File: src/rtl/tbird_light_controller.sv
// Thunderbird tail-light sequencer: arbitrates turn/hazard requests, steps the winning lamp
// pattern every TICK_DIV clocks and re-arbitrates only at step 0. Optional brake overlay: TBIRD_BRAKE_EN.
module tbird_light_controller #(
    parameter int TICK_DIV = 4
) (
    input  logic       clock,
    input  logic       reset_n,
    input  logic       left_req,
    input  logic       right_req,
    input  logic       hazard_req,
    input  logic       brake_req,
    output logic [7:0] t_output,
    output logic [1:0] mode,
    output logic [2:0] step,
    output logic       busy
);

    typedef enum logic [1:0] {
        MODE_IDLE   = 2'd0,
        MODE_LEFT   = 2'd1,
        MODE_RIGHT  = 2'd2,
        MODE_HAZARD = 2'd3
    } mode_e;

    localparam logic [7:0] TICK_LAST = 8'(TICK_DIV - 1);

    mode_e       r_mode;
    logic [2:0]  r_step;
    logic [7:0]  r_tick;
    logic [7:0]  r_t_output;
    logic        r_busy;

    mode_e       w_winner;
    mode_e       w_next_mode;
    logic [2:0]  w_next_step;
    logic [7:0]  w_next_tick;
    logic [2:0]  w_last_step;
    logic        w_tick_done;
    logic [7:0]  w_pattern;
    logic [7:0]  w_overlay;

    // Lamp image for a given mode/step; turn groups light from the innermost lamp outward.
    function automatic logic [7:0] pattern_of(input mode_e m, input logic [2:0] s);
        logic [3:0] ramp;
        case (s)
            3'd0:    ramp = 4'b0000;
            3'd1:    ramp = 4'b0001;
            3'd2:    ramp = 4'b0011;
            3'd3:    ramp = 4'b0111;
            default: ramp = 4'b1111;
        endcase
        case (m)
            MODE_LEFT:   pattern_of = {ramp, 4'h0};
            MODE_RIGHT:  pattern_of = {4'h0, ramp[0], ramp[1], ramp[2], ramp[3]};
            MODE_HAZARD: pattern_of = (s == 3'd1) ? 8'hFF : 8'h00;
            default:     pattern_of = 8'h00;
        endcase
    endfunction

    always_comb begin
        if (hazard_req || (left_req && right_req)) begin
            w_winner = MODE_HAZARD;
        end else if (left_req) begin
            w_winner = MODE_LEFT;
        end else if (right_req) begin
            w_winner = MODE_RIGHT;
        end else begin
            w_winner = MODE_IDLE;
        end
    end

    assign w_last_step = (r_mode == MODE_HAZARD) ? 3'd1 : 3'd4;
    assign w_tick_done = (r_tick == TICK_LAST);

    always_comb begin
        // NOTE: defaults first so every path assigns every output and no latch is inferred.
        w_next_mode = r_mode;
        w_next_step = r_step;
        w_next_tick = r_tick;
        if (r_mode == MODE_IDLE) begin
            if (w_winner != MODE_IDLE) begin
                w_next_mode = w_winner;
                w_next_step = 3'd1;
                w_next_tick = 8'd0;
            end
        end else if (w_tick_done) begin
            w_next_tick = 8'd0;
            if (r_step == w_last_step) begin
                w_next_step = 3'd0;
            end else if (r_step == 3'd0) begin
                // Sequence boundary: the only point where a new request can take the lamps.
                w_next_mode = w_winner;
                w_next_step = (w_winner == MODE_IDLE) ? 3'd0 : 3'd1;
            end else begin
                w_next_step = r_step + 3'd1;
            end
        end else begin
            w_next_tick = r_tick + 8'd1;
        end
    end

    assign w_pattern = pattern_of(w_next_mode, w_next_step);

`ifdef TBIRD_BRAKE_EN
    always_comb begin
        w_overlay = 8'h00;
        if (brake_req) begin
            case (w_next_mode)
                MODE_IDLE:  w_overlay = 8'hFF;
                MODE_LEFT:  w_overlay = 8'h0F;
                MODE_RIGHT: w_overlay = 8'hF0;
                default:    w_overlay = 8'h00;
            endcase
        end
    end
`else
    logic w_unused_brake;
    assign w_unused_brake = brake_req;
    assign w_overlay      = 8'h00;
`endif

    // NOTE: sequential state uses non-blocking assignments so all registers update together.
    always_ff @(posedge clock or negedge reset_n) begin
        if (!reset_n) begin
            r_mode     <= MODE_IDLE;
            r_step     <= 3'd0;
            r_tick     <= 8'd0;
            r_t_output <= 8'h00;
            r_busy     <= 1'b0;
        end else begin
            r_mode     <= w_next_mode;
            r_step     <= w_next_step;
            r_tick     <= w_next_tick;
            r_t_output <= w_pattern | w_overlay;
            r_busy     <= (w_next_mode != MODE_IDLE);
        end
    end

    assign t_output = r_t_output;
    assign mode     = r_mode;
    assign step     = r_step;
    assign busy     = r_busy;

endmodule

File: config.mk
export PLATFORM = sky130hd
export DESIGN_NAME = tbird_light_controller
export DESIGN_NICKNAME = d
export VERILOG_FILES = /design/src/rtl/tbird_light_controller.sv
export SDC_FILE = /design/constraint.sdc
export NUM_CORES = 1
export LEC_CHECK = 0
export BUFFER_PORTS_ARGS = -buffer_cell sky130_fd_sc_hd__buf_2
export CORE_MARGIN = 2
export CORE_UTILIZATION = 54
export DETAILED_ROUTE_END_ITERATION = 10
export PLACE_DENSITY_LB_ADDON = 0.3
export SLEW_MARGIN = 40
export SYNTH_ARGS = -nofsm -noshare
export SYNTH_HDL_FRONTEND = slang
export SYNTH_SLANG_ARGS = --single-unit
export TNS_END_PERCENT = 20
File: constraint.sdc
create_clock -name clock -period 2.7 [get_ports clock]
set_clock_uncertainty 0.15 [all_clocks]
set_input_delay 0.54 -clock clock [delete_from_list [all_inputs] [get_ports clock]]
set_output_delay 0.54 -clock clock [all_outputs]
set_load 0.1 [all_outputs]
* After elaboration in Yosys (flattened, before gate mapping)
Cells that the tools add are included.
** Operators by class
- Add/sub/neg operators :: 2
- Eq/ne operators :: 10
- Muxes and demuxes :: 21
- Reductions and logical operators :: 8
** Operators by type and width (number)
- 8-bit 2-to-1 mux :: 4
- 8-bit one-hot mux with 3 select lines :: 1
- 3-bit 2-to-1 mux :: 6
- 2-bit 2-to-1 mux :: 8
- 4-bit one-hot mux with 4 select lines :: 1
- 8-bit by 1-bit adder with 8-bit output (second input constant) :: 1
- 8-bit by 2-bit == test with 1-bit output (second input constant) :: 1
- 2-bit == test (second input constant) :: 3
- 3-bit by 2-bit == test with 1-bit output (second input constant) :: 2
- 3-bit zero test :: 2
- 2-bit zero test :: 2
- 2-bit nonzero test :: 2
- 3-bit by 1-bit adder with 3-bit output (second input constant) :: 1
- 3-bit by 1-bit == test with 1-bit output (second input constant) :: 1
- 3-bit == test :: 1
- 2-bit by 1-bit == test with 1-bit output (second input constant) :: 1
- 2-bit by 1-bit inequality test with 1-bit output (second input constant) :: 1
- 1-bit logical AND :: 1
- 1-bit logical OR :: 1
- 1-bit 2-to-1 mux :: 1
** Storage, ports and cells
- Bits in registers :: 22
- Input port bits :: 6
- Output and inout port bits :: 14
- Word-level logic and storage cells :: 46

* Logic depth before layout (Yosys ltp)
- Word-level depth :: 12
- Depth in mapped cells :: 8
- Mapped depth without buffers :: 8

* Worst setup path before layout
Ideal clock, no wire load.
- Kind :: register to register
- Start point :: register r_step[0], in the netlist step[0]
- End point :: register r_t_output[1], in the netlist t_output[1]
- Library setup time :: 0.088 ns
- Arrival time :: 2.713 ns
- Data required time :: 2.462 ns
- Path slack :: -0.251 ns
- Cell stages (with the launch flop) :: 8
- Path buffers :: 0
- Clock period less this slack :: 2.951 ns
- Cell sequence :: dfrtp_1 -> inv_1 -> ha_1 -> nor2b_1 -> nand4_1 -> a22oi_1 -> or4b_4 -> a31oi_1
** Between the ends
- Word-level cells in the longest chain between the ends :: 8
- Elaborated cells between the ends (all ways) :: 22
- Classes of those cells :: add/sub: 1; eq/ne: 7; mux: 12; reduce/logical: 2
** Ends and longest elaborated chain
- from (decl) :: RTL line 28 : logic [2:0] r_step;
- from (signal assigned) :: RTL line 132 : r_step <= w_next_step;
- 3-bit by 1-bit adder with 3-bit output or 3-bit zero test (tied branches) :: RTL line 95, 90
- 3-bit 2-to-1 mux :: RTL line 90 : end else if (r_step == 3'd0) begin
- 3-bit 2-to-1 mux :: RTL line 88 : if (r_step == w_last_step) begin
- 3-bit 2-to-1 mux :: RTL line 86 : end else if (w_tick_done) begin
- 3-bit 2-to-1 mux :: RTL line 80 : if (r_mode == MODE_IDLE) begin
- 3-bit by 2-bit == test with 1-bit output (tied with other cells) :: RTL line 45 : case (s)
- 4-bit one-hot mux with 4 select lines or 8-bit 2-to-1 mux (tied branches) :: RTL line 45, 55
- 8-bit one-hot mux with 3 select lines * :: RTL line 52 : case (m)
- net w_pattern[1] :: RTL line 39 : logic [7:0] w_pattern;
- to (signal assigned) :: RTL line 134 : r_t_output <= w_pattern | w_overlay;
- to (decl) :: RTL line 30 : logic [7:0] r_t_output;
Mark *: on every way through the listed nets, which the timed path passes. The rest lies on a longest branch.
A chain may end at the register's enable or synchronous reset.

* Worst setup path in the final report
- Start point :: register r_tick[0]
- End point :: register r_t_output[0], in the netlist t_output[0]
** Between the ends
- Word-level cells in the longest chain between the ends :: 6
- Elaborated cells between the ends (all ways) :: 15
- Classes of those cells :: eq/ne: 7; mux: 7; reduce/logical: 1
** Ends and longest elaborated chain
- from (decl) :: RTL line 29 : logic [7:0] r_tick;
- from (signal assigned) :: RTL line 133 : r_tick <= w_next_tick;
- 8-bit by 2-bit == test with 1-bit output * :: RTL line 73 : assign w_tick_done = (r_tick == TICK_LAST);
- 3-bit 2-to-1 mux * :: RTL line 86
- 3-bit 2-to-1 mux * :: RTL line 80
- net w_next_step[0] :: RTL line 35 : logic [2:0] w_next_step;
- 3-bit by 2-bit == test with 1-bit output (tied with other cells) :: RTL line 45
- 4-bit one-hot mux with 4 select lines or 8-bit 2-to-1 mux (tied branches) :: RTL line 45, 55
- 8-bit one-hot mux with 3 select lines * :: RTL line 52
- net w_pattern[0] :: RTL line 39
Marks and branches as above.

==> flow_summary.yaml <==
outcome:
  status: "completed"
finish:
  num-nets-final: 155
  final_common_cell: "dfrtp_1"
  finalNonFillerCells: 172
  syn2layout_area_growth_pct: 21.77
  final_cell_mix: "19 x dfrtp_1, 18 x nand2_1, 18 x buf_2"
  drive_above_1_share: 0.3241
  diodes: 0
route:
  drt-wirelength-per-cell_microns: 14.67
  drtPass1Iterations: 4
  drt_wl_total_microns: 2524
  antenna_left: 0
  viasPerCell: 5.837
  drtIter0Drc: 24
  drcViolationCount: 0
  routed-via-count: 1004
sta:
  clock.fmax_mhz: 389.2
  worst_pin_slew_ps: 498.0
  setup_viol: 0
  finalHoldViolations: 0
  report.final.slew_viol_count: 0
  rsz0062_at_grt: "no"
  layout_min_cycle_time_ps: 2570
  finalSetupTns_ps: 0
  fin_crit_sh: 0.9517
  slew_headroom: 0.6703
floorplanning:
  rows: 16
  start_util: 0.5772
  boundaryPins: 20
  dieArea_sq_um: 2479
  core-area_sq_um: 1962
  die-height_microns: 49.79
  die_x_microns: 49.79
global_route:
  grtUsageTotal: 0.2278
  grt_max_degree: 23
  grt_pass1_wl_microns: 4367
  grt_pass1_vias: 987
  overflow: 0
  antenna_found_initial: 0
placed_design:
  place_hpwl_microns: 1830
  dp.cells: 166
  io_buffers: 18
  gp_congestion: 0.8680
clocking:
  h-tree-depth: 1
  cts_tree: "yes"
  clk-insertion-delay-late_ps: 300
  numCtsBuffers: 3
  clk_root_buffer_cell: "clkbuf_4"
  clock-sinks: 22
  holdBufCountCts: 0
  path_clk_slew_ps: 110
  cts_max_path_buffers: 2
worst_setup_path:
  cp_cell_sequence: "ha_2 -> or4b_4 -> o21ai_4 -> a21oi_2 -> a31oi_4 -> or4b_4 -> a21oi_1"
  crit_top_cell: "or4b_4"
  cp_data_arrival_time_ps: 2640
  crit_path_top_delay_cell: "or4b_4"
  critPathTopFamily: "simple AND/OR/NAND/NOR gates"
  cp.required_ps: 2770
  path_buf_inv: 0
  path_class: "reg -> reg"
  r2r_slack_ps: 130
  start_kind: "flop"
  max_stage_delay_ps: 510
  endpoint_kind: "flop"
  crit_fanout: 5
flow_run:
  max_cap_viol_count: 0
synthesis:
  ys_ff_latch: 22
  syn_inst: 115
  synth_nets: 124
  synth_area_per_cell_sq_um: 9.846
  ys_warn_count: 0
  ys_types: 32
  seq_area_frac_synth: 0.4862
  syn_area_sq_um: 1132
power_and_ir_drop:
  power.leakage_nw: 0.5799
  max-vdd-ir-drop_mv: 0.9423
  p_per_area_nw_per_um2: 1168
hold_path:
  hp-class: "in -> async"
==> worst register-to-register path, stage by stage, from the launching register on <==
cell	delay, ps
dfrtp_1	400
ha_2	220
or4b_4	500
o21ai_4	230
a21oi_2	100
a31oi_4	190
or4b_4	510
a21oi_1	190
==> what timing repair did <==
action	4_1_cts	5_1_grt
buffers inserted	0	2
gates resized for setup	0	7
endpoints found under the setup margin	0	8
==> flip-flops by register name (all words and copies together), names as in the netlist <==
name and count:
r_tick 8, mode 2, busy 1, t_output 8
step 3
==> layer usage <==
metal | vias to the layer above | track usage | routed length (microns)
met4 | 0 | 0.06944 | 23
met2 | 28 | 0.3800 | 1224
met1 | 485 | 0.3101 | 1157
li1 | 487 | - | -
met5 | - | 0 | 0
met3 | 4 | 0.02727 | 118
==> cell usage after synthesis, drive strengths merged <==
library cell	instances	area share
dfrtp	22	0.49
nand2	18	0.060
o21ai	16	0.081
a21oi	9	0.043
inv	5	0.017
nor2	5	0.017
nand3	4	0.018
a31oi	3	0.030
and3	3	0.017
ha	3	0.033
nor3	3	0.013
or4b	3	0.036
nor2b	2	0.011
o31ai	2	0.013
or2	2	0.011
xor2	2	0.015
a211oi	1	0.0066
a22o	1	0.0077
a22oi	1	0.0066
a32oi	1	0.014
and4b	1	0.0088
nand4	1	0.0055
nand4b	1	0.0077
nor3b	1	0.0066
nor4b	1	0.0077
o2111ai	1	0.0077
o211ai	1	0.0066
o221ai	1	0.0077
or3	1	0.0055
==> per-stage QoR <==
| step | worst slack, ps | hold WS (ps) | utilization | power (W) | cell area, sq um |
|---|---|---|---|---|---|
| finish | 130.4 | 28.86 | 0.7028 | 0.001610 | 1379 |
| global route | 9.872 | 57.81 | 0.7028 | 0.001718 | 1379 |
| CTS | 88.90 | 46.32 | 0.6786 | 0.001578 | 1331 |
| detailed placement | 107.3 | 360.1 | 0.6652 | 0.001429 | 1305 |
| global placement | 169.6 | 357.3 | 0.6652 | 0.001395 | 1305 |
| floorplan | 4.596 | 94.41 | - | 0.001235 | 1136 |
==> cell type report <==
class                           instances  area, sq um
Multi-Input combinational cell         88        595.6
Fill cell                             170        583.1
Sequential cell                        22        554.3
Timing Repair Buffer                   26        150.1
Tap cell                               27        33.78
Clock buffer                            4        26.28
Inverter                                5        18.77
==> path summary, 6_finish.rpt <==
kind | startpoint | to | cells past startpoint
max | r_tick[0] | t_output[0] | 7
min | reset_n | step[2] | 1
max reg2reg | r_tick[0] | t_output[0] | 7
min reg2reg | r_tick[0] | r_tick[0] | 1
max in group asynchronous | reset_n | step[0] | 1
min in group clock | r_tick[0] | r_tick[0] | 1
==> power by group <==
group	switching [W]	internal, W	total [W]	leakage, nW
sequential	0.000135	0.000446	0.000581	0.258
clock	0.0000881	0.0000575	0.000146	0.0150
combinational	0.000656	0.000227	0.000884	0.307
total	0.000879	0.000730	0.00161	0.580
==> kinds of logic after synthesis <==
| group | count (synthesis) | synth area share |
|---|---|---|
| simple gates | 46 | 0.2243 |
| compound gates | 37 | 0.2243 |
| flops | 22 | 0.4862 |
| buf+inv | 5 | 0.01658 |
| fa+ha+maj | 3 | 0.03315 |
| xor+xnor | 2 | 0.01547 |
Note: power is estimated with default switching activity, not from simulation.
